[config.mk]
export PLATFORM = sky130hd
export DESIGN_NAME = mem_burst_client
export DESIGN_NICKNAME = d
export VERILOG_FILES = /design/src/rtl/mem_client_pkg.sv /design/src/rtl/mem_burst_client.sv
export SDC_FILE = /design/constraint.sdc
export NUM_CORES = 1
export LEC_CHECK = 0
export CORE_MARGIN = 10
export CORE_UTILIZATION = 50
export CTS_BUF_LIST = sky130_fd_sc_hd__clkbuf_2 sky130_fd_sc_hd__clkbuf_4 sky130_fd_sc_hd__clkbuf_8
export CTS_CLUSTER_SIZE = 28
export DETAILED_ROUTE_END_ITERATION = 7
export HOLD_SLACK_MARGIN = 0.15
export PLACE_DENSITY = 0.78
export SETUP_SLACK_MARGIN = 0.1
export SKIP_LAST_GASP = 1
export SLEW_MARGIN = 15
export SYNTH_ARGS = -nofsm -noshare
export SYNTH_HDL_FRONTEND = slang
export SYNTH_SLANG_ARGS = --single-unit
[constraint.sdc]
create_clock -name clk -period 5.8 [get_ports clk]
set_clock_uncertainty 0.15 [all_clocks]
set_input_delay 1.74 -clock clk [delete_from_list [all_inputs] [get_ports clk]]
set_output_delay 1.74 -clock clk [all_outputs]
set_load 0.05 [all_outputs]
[src/rtl/mem_client_pkg.sv]
`default_nettype none
// ============================================================================
// mem_client_pkg : shared types and defaults for the burst memory client
// Rev 1.0
// ============================================================================
package mem_client_pkg;

  localparam int DEF_ADDR_W = 8;
  localparam int DEF_DATA_W = 32;
  localparam int DEF_LEN_W  = 5;
  localparam int MAX_BURST  = 16;

  typedef enum logic [2:0] {
    IDLE    = 3'd0,
    REQ     = 3'd1,
    XFER    = 3'd2,
    DRAIN   = 3'd3,
    RELEASE = 3'd4
  } state_e;

endpackage
`default_nettype wire

[src/rtl/mem_burst_client.sv]
`default_nettype none
// ============================================================================
// mem_burst_client : arbiter-facing burst master with read streaming and checksum
// Rev 1.0
// ============================================================================
module mem_burst_client
  import mem_client_pkg::*;
#(
  parameter int ADDR_W = DEF_ADDR_W,
  parameter int DATA_W = DEF_DATA_W,
  parameter int LEN_W  = DEF_LEN_W
) (
  input  logic              clk,
  input  logic              rst,
  input  logic              start,
  input  logic              cmd_write,
  input  logic [ADDR_W-1:0] cmd_addr,
  input  logic [LEN_W-1:0]  cmd_len,
  input  logic [DATA_W-1:0] cmd_data,
  output logic              busy,
  output logic              done,
  output logic              request,
  input  logic              granted,
  output logic [ADDR_W-1:0] addr,
  output logic [DATA_W-1:0] data_to_mem,
  output logic              read_write,
  input  logic [DATA_W-1:0] data_from_mem,
  output logic              rd_valid,
  output logic [DATA_W-1:0] rd_data,
  output logic [DATA_W-1:0] checksum
);

  localparam logic [LEN_W-1:0] MAX_LEN = LEN_W'(MAX_BURST);

  state_e            state_q, state_d;
  logic [ADDR_W-1:0] base_q, base_d;
  logic [LEN_W-1:0]  len_q, len_d;
  logic [LEN_W-1:0]  idx_q, idx_d;
  logic [DATA_W-1:0] seed_q, seed_d;
  logic [DATA_W-1:0] rd_data_q, rd_data_d;
  logic [DATA_W-1:0] checksum_q, checksum_d;
  logic              write_q, write_d;
  logic              request_q, request_d;
  logic              busy_q, busy_d;
  logic              done_q, done_d;
  logic              rd_issued_q, rd_issued_d;

  logic              in_xfer;
  logic              op_now;
  logic [DATA_W-1:0] cur_word;

  assign in_xfer  = (state_q == XFER);
  assign op_now   = in_xfer & granted;
  assign cur_word = seed_q + DATA_W'(idx_q);

  // Bus is only driven in XFER; a grant anywhere else sees a read of address 0.
  assign addr        = in_xfer ? (base_q + ADDR_W'(idx_q)) : '0;
  assign read_write  = op_now & write_q;
  assign data_to_mem = (in_xfer & write_q) ? cur_word : '0;

  // Memory returns data one cycle after the address, so the word is passed
  // straight through in the cycle it arrives and held afterwards.
  assign rd_valid = rd_issued_q;
  assign rd_data  = rd_issued_q ? data_from_mem : rd_data_q;
  assign checksum = checksum_q;
  assign request  = request_q;
  assign busy     = busy_q;
  assign done     = done_q;

  always_comb begin
    state_d     = state_q;
    base_d      = base_q;
    len_d       = len_q;
    idx_d       = idx_q;
    seed_d      = seed_q;
    write_d     = write_q;
    request_d   = request_q;
    busy_d      = busy_q;
    done_d      = 1'b0;
    rd_issued_d = 1'b0;
    rd_data_d   = rd_data_q;
    checksum_d  = checksum_q;

    if (rd_issued_q) begin
      rd_data_d  = data_from_mem;
      checksum_d = checksum_q + data_from_mem;
    end

    unique case (state_q)
      IDLE: begin
        if (start) begin
          if (cmd_len == '0) begin
            done_d = 1'b1;
          end else begin
            base_d     = cmd_addr;
            len_d      = (cmd_len > MAX_LEN) ? MAX_LEN : cmd_len;
            seed_d     = cmd_data;
            write_d    = cmd_write;
            idx_d      = '0;
            checksum_d = '0;
            busy_d     = 1'b1;
            request_d  = 1'b1;
            state_d    = REQ;
          end
        end
      end
      REQ: begin
        if (granted) state_d = XFER;
      end
      XFER: begin
        if (granted) begin
          idx_d = idx_q + LEN_W'(1);
          if (write_q) checksum_d = checksum_q + cur_word;
          else         rd_issued_d = 1'b1;
          if (idx_q == len_q - LEN_W'(1)) begin
            if (write_q) begin
              request_d = 1'b0;
              state_d   = RELEASE;
            end else begin
              state_d   = DRAIN;
            end
          end
        end
      end
      DRAIN: begin
        request_d = 1'b0;
        state_d   = RELEASE;
      end
      RELEASE: begin
        if (!granted) begin
          done_d  = 1'b1;
          busy_d  = 1'b0;
          state_d = IDLE;
        end
      end
      default: state_d = IDLE;
    endcase
  end

  always_ff @(posedge clk or posedge rst) begin
    if (rst) begin
      state_q     <= IDLE;
      base_q      <= '0;
      len_q       <= '0;
      idx_q       <= '0;
      seed_q      <= '0;
      write_q     <= 1'b0;
      request_q   <= 1'b0;
      busy_q      <= 1'b0;
      done_q      <= 1'b0;
      rd_issued_q <= 1'b0;
      rd_data_q   <= '0;
      checksum_q  <= '0;
    end else begin
      state_q     <= state_d;
      base_q      <= base_d;
      len_q       <= len_d;
      idx_q       <= idx_d;
      seed_q      <= seed_d;
      write_q     <= write_d;
      request_q   <= request_d;
      busy_q      <= busy_d;
      done_q      <= done_d;
      rd_issued_q <= rd_issued_d;
      rd_data_q   <= rd_data_d;
      checksum_q  <= checksum_d;
    end
  end

endmodule
`default_nettype wire

==> reports/metrics.sh <==
RESULT_OF_THE_RUN='finished clean'
ROUTE.DETAILED.VIAS_PER_INST=5.78
CTS.HOLD.BUFFERS_ADDED=0
DR.FIRST_ITER.DRC_COUNT=591
FINAL-INSTANCE-COUNT-EXCL-FILL=1520
CTS_NUM_SINKS=122
NUMBER_OF_H_TREE_BRANCHING_LEVELS=4
HP-START='base_q[4]$_DFFE_PP0P_'
HOLD-PATH-CELL-COUNT=2
CTSLONGESTPATHBUFFERS=2
SLEW_VIOLATIONS=0
POST_ROUTE_CELL_AREA_MM2=0.0120
GP_CONGESTION=0.938
TOTALWIRELENGTH_UM=28300
CLKSLEWWORSTSETUPHOLDPATHS_NS=0.08
CRIT_PATH_END_KIND='primary output'
FIN_CRIT_SH=0.942
UNREPAIRED_SETUP_ENDPOINTS_AFTER_GLOBAL_ROUTING='true'
PLACED_AREA_MM2=0.0116
CRIT-REG2REG-CAPTURE='checksum[24]$_DFF_PP0_'
TIGHTEST_SLEW_NS=1.01
CRITPATHKIND='flip-flop to primary output'
INTERNAL_POWER_mW=3.46
GRT_FIRST_PASS_WIRELENGTH_UM=45000
SYN2LAYOUT_AREA_GROWTH_PCT=27.5
FP.DIEAREA_MM2=0.0247
MAXIMUM_FANOUT_COUNT_ALONG_THE_CRITICAL_PATH=7
GRT_USE_TOTAL=0.227
FF2FF_PATH_DEPTH=17
P_SW_mW=3.63
HOLD_END='base_q[4]$_DFFE_PP0P_'
MAXIMUM_NUMBER_OF_PINS_ON_ONE_NET_BEFORE_GLOBAL_ROUTE_REPAIR=68
YOSYS_WARNING_COUNT=0
CP.ARRIVAL_NS=3.58
FLOORPLAN.IO_PINS=191
FINALSETUPVIOLCOUNT=0
VIAS_IN_THE_FIRST_GLOBAL_ROUTE=8618
POWER.DENSITY_CELL_AREA_mW_PER_MM2=591
CORE-AREA_MM2=0.0186
LEAKAGEPOWER_nW=5.48
WORST_HOLD_PATH_TYPE='flip-flop to flip-flop'
FINALSETUPTNS_NS=0
DIE-WIDTH_UM=157
DRTANTENNAVIOLNETS=0
LAYOUT_SETUP_WS_NS=0.335
POST_ROUTE_CELLS_DRIVE_ABOVE_1_SHARE=0.0918
SWITCHING_SHARE=0.512
TRITONCTS_CLOCK_TREE='yes'
HPWLAFTERDP_UM=22000
SYNTH_SEQ_CELLS=122
NUM_ROWS=50
SYN-CELL-AREA_MM2=0.00941
SEQUENTIAL_AREA_SHARE_AFTER_SYNTHESIS=0.324
SYNTH_FP_NETS=1250
DRC=0
SYNTH_ADDER_AREA_SHARE=0.107
MAX_FREQ_MHz=183
CTS_ROOT_BUF='sky130_fd_sc_hd__clkbuf_8'
LAYOUT.NETS=1433
GRT-OVFL-TOTAL=0
REG2REG_SLACK_NS=0.82
DIE-HEIGHT_UM=157
SEQUENTIALPOWERSHARE=0.233
FINAL.FILL_COUNT=1598
REG2REG_FROM='idx_q[1]$_DFFE_PP0P_'
PLACEMENT.SETUP.WORST_SLACK_NS=0.283
SYNTH_EDF_COUNT=0
POWER.CLOCK.FRACTION=0.113
COMB_POWER_SHARE=0.654
SYNTH-COMPOUND-AREA-SHARE=0.178
CLKLATENCYLATEPIN_NS=0.47
STARTPOINT_TYPE='flip-flop'
PORT-BUFFER-COUNT=190
ROUTED_WIRE_LENGTH_PER_INSTANCE_UM=18.6
INITIAL_STANDARD_CELL_UTILIZATION_OF_THE_CORE=0.506
POSTSYNTH.TOPFLOPCELL='sky130_fd_sc_hd__dfrtp_1'
CTS-BUFFERS-INSERTED=17
DR.PASS1.ITERS=5
DR_TOTAL_VIAS=8785
FINALHOLDVIOLATIONS=0
PLACEDCELLCOUNT=1487
YOSYS-MUX-AREA-FRACTION=0.0695
WORST_EP_REQUIRED_TIME_NS=3.91
NETLIST_INSTANCES=1090
ANTENNA_FOUND_INITIAL=0
POST_SYNTH.CELL_AREA_AVG_UM2=8.63
FIN_CRIT_NS=5.47
CAP_VIOL_MAX_COUNT=0
SYNTH.LIB_CELLS_USED.DISTINCT=69
POST_SYNTH_XOR_AREA_FRACTION=0.0806
ASYNC_SET_OR_RESET_REGISTER_RATIO_AFTER_SYNTHESIS=1.00
ANTENNA-DIODE-COUNT=0
IRDROPWORSTVDD_V=0.000284
SYNTH_SIMPLE_GATE_AREA_FRAC=0.212
LARGEST_FAMILY_OF_LOGIC_CELLS_BY_SYNTHESIZED_AREA='simple AND/OR/NAND/NOR gates'
MAX_SLEW_MARGIN=0.328
## power groups by stage
stage | clock network (mW) | logic [mW] | registers, mW
2_1_floorplan | 0 | 3.09 | 1.85
3_3_place_gp | 0 | 4.55 | 1.65
3_5_place_dp | 0 | 4.61 | 1.65
4_1_cts | 0.821 | 4.63 | 1.64
5_1_grt | 0.861 | 5.04 | 1.70
6_report | 0.803 | 4.64 | 1.65
## layout by cell type, fill, tap and decap left out, types with 4 or more instances in the layout
| master | instances |
|---|---|
| sky130_fd_sc_hd__a211oi_1 | 10 |
| sky130_fd_sc_hd__a21o_1 | 37 |
| sky130_fd_sc_hd__a21oi_1 | 61 |
| sky130_fd_sc_hd__a31oi_1 | 9 |
| sky130_fd_sc_hd__and2_1 | 6 |
| sky130_fd_sc_hd__and3_1 | 12 |
| sky130_fd_sc_hd__and4_1 | 4 |
| sky130_fd_sc_hd__buf_12 | 4 |
| sky130_fd_sc_hd__buf_4 | 16 |
| sky130_fd_sc_hd__clkbuf_2 | 5 |
| sky130_fd_sc_hd__clkbuf_8 | 18 |
| sky130_fd_sc_hd__clkdlybuf4s50_1 | 164 |
| sky130_fd_sc_hd__clkinv_2 | 5 |
| sky130_fd_sc_hd__dfrtp_1 | 120 |
| sky130_fd_sc_hd__dlygate4sd2_1 | 8 |
| sky130_fd_sc_hd__fa_1 | 4 |
| sky130_fd_sc_hd__ha_1 | 74 |
| sky130_fd_sc_hd__inv_1 | 30 |
| sky130_fd_sc_hd__mux2_2 | 35 |
| sky130_fd_sc_hd__mux2i_1 | 26 |
| sky130_fd_sc_hd__nand2_1 | 184 |
| sky130_fd_sc_hd__nand2b_1 | 13 |
| sky130_fd_sc_hd__nand3_1 | 28 |
| sky130_fd_sc_hd__nand4_1 | 16 |
| sky130_fd_sc_hd__nor2_1 | 57 |
| sky130_fd_sc_hd__nor2b_1 | 36 |
| sky130_fd_sc_hd__nor3_1 | 34 |
| sky130_fd_sc_hd__o211ai_1 | 5 |
| sky130_fd_sc_hd__o21a_1 | 10 |
| sky130_fd_sc_hd__o21ai_0 | 47 |
| sky130_fd_sc_hd__o21bai_1 | 6 |
| sky130_fd_sc_hd__o22ai_1 | 23 |
| sky130_fd_sc_hd__o31ai_1 | 8 |
| sky130_fd_sc_hd__or2_2 | 4 |
| sky130_fd_sc_hd__or3_1 | 5 |
| sky130_fd_sc_hd__xnor2_1 | 54 |
| sky130_fd_sc_hd__xor2_1 | 28 |
## final cells by class
class                      instances  area [µm²]  area share
sequential                       122        3060       0.255
clock buffer                      20         263      0.0219
inverter                          33         126      0.0105
multi-input combinational        898        6130       0.511
clock inverter                    12         148      0.0123
tap                              234         293      0.0244
timing repair buffer             201        1980       0.165
## through the flow
stage	total power, mW	utilization	hold slack [ns]
CTS	7.09	0.645	0.343
floorplan	4.94	-	0.300
global placement	6.19	0.623	0.321
finish	7.09	0.646	0.339
detailed placement	6.26	0.623	0.322
global route	7.60	0.646	0.349
## cell families (layout without fill, tap and decap cells)
family	count (synthesis)	count (layout)
compound gates	256	256
xor+xnor	85	85
fa+ha+maj	78	78
buf+inv	70	266
flops	122	122
mux	61	61
simple gates	418	418
## routing by layer
| layer | share of wire | vias up | global-route usage |
|---|---|---|---|
| met4 | 0.022 | 0 | 0.0699 |
| met1 | 0.44 | 4171 | 0.285 |
| li1 | - | 4286 | - |
| met2 | 0.46 | 292 | 0.369 |
| met5 | 0 | - | 0 |
| met3 | 0.079 | 36 | 0.0644 |
## timing repair
action	in CTS	in global routing
setup buffers	0	1
setup endpoints to repair	22	18
resized for setup	17	17
pin swaps	0	1
## critical path, stage by stage, from the launching register on
cell and delay, ns:
sky130_fd_sc_hd__dfrtp_1 0.48, sky130_fd_sc_hd__ha_1 0.33, sky130_fd_sc_hd__a21o_1 0.11, sky130_fd_sc_hd__a21oi_1 0.09, sky130_fd_sc_hd__o21bai_1 0.15, sky130_fd_sc_hd__a21oi_1 0.18, sky130_fd_sc_hd__or2_2 0.39, sky130_fd_sc_hd__nor3_1 0.42
sky130_fd_sc_hd__xor2_1 0.27, sky130_fd_sc_hd__nor2b_1 0.16, sky130_fd_sc_hd__clkdlybuf4s15_1 0.53
## synth_stat cells, types with 4 or more instances
library cell	count	area share
sky130_fd_sc_hd__nand3_1	28	0.015
sky130_fd_sc_hd__o31ai_1	8	0.0064
sky130_fd_sc_hd__and4_1	4	0.0037
sky130_fd_sc_hd__a21oi_1	63	0.034
sky130_fd_sc_hd__or2_2	4	0.0027
sky130_fd_sc_hd__nor2b_1	36	0.024
sky130_fd_sc_hd__nand2_1	184	0.073
sky130_fd_sc_hd__nor3_1	35	0.019
sky130_fd_sc_hd__ha_1	74	0.098
sky130_fd_sc_hd__mux2_2	35	0.042
sky130_fd_sc_hd__xnor2_1	56	0.052
sky130_fd_sc_hd__or3_1	5	0.0033
sky130_fd_sc_hd__o21ai_0	47	0.025
sky130_fd_sc_hd__a21o_1	37	0.030
sky130_fd_sc_hd__dfrtp_1	122	0.32
sky130_fd_sc_hd__o21a_1	10	0.0080
sky130_fd_sc_hd__buf_1	5	0.0020
sky130_fd_sc_hd__nand2b_1	13	0.0086
sky130_fd_sc_hd__nor2_1	57	0.023
sky130_fd_sc_hd__and2_1	6	0.0040
sky130_fd_sc_hd__inv_1	31	0.012
sky130_fd_sc_hd__xor2_1	28	0.026
sky130_fd_sc_hd__fa_1	4	0.0085
sky130_fd_sc_hd__nor4_1	4	0.0027
sky130_fd_sc_hd__o22ai_1	23	0.015
sky130_fd_sc_hd__o21bai_1	6	0.0048
sky130_fd_sc_hd__and3_1	12	0.0080
sky130_fd_sc_hd__clkbuf_1	32	0.013
sky130_fd_sc_hd__nand4_1	16	0.011
sky130_fd_sc_hd__o211ai_1	5	0.0040
sky130_fd_sc_hd__a31oi_1	9	0.0060
sky130_fd_sc_hd__a211oi_1	10	0.0080
sky130_fd_sc_hd__mux2i_1	26	0.028
## worst max path at each step
stage	cells past startpoint	slack (ns)	endpoint	startpoint
2_1_floorplan	1	0.67	base_q[0]$_DFFE_PP0P_	rst
3_3_place_gp	11	0.37	data_to_mem[18]	idx_q[0]$_DFFE_PP0P_
3_5_place_dp	11	0.28	data_to_mem[18]	idx_q[0]$_DFFE_PP0P_
4_1_cts	10	0.13	data_to_mem[11]	idx_q[1]$_DFFE_PP0P_
5_1_grt	13	0.06	data_to_mem[26]	idx_q[1]$_DFFE_PP0P_
6_report	10	0.33	data_to_mem[23]	idx_q[1]$_DFFE_PP0P_
## registers in the layout (all words and copies together), names as in the netlist
signal,flops
seed_q,32
write_q,1
len_q,5
rd_data_q,32
busy,1
idx_q,5
rd_valid,1
request,1
state_q,3
base_q,8
checksum,32
done,1
Power figures use the tool's default switching activity.
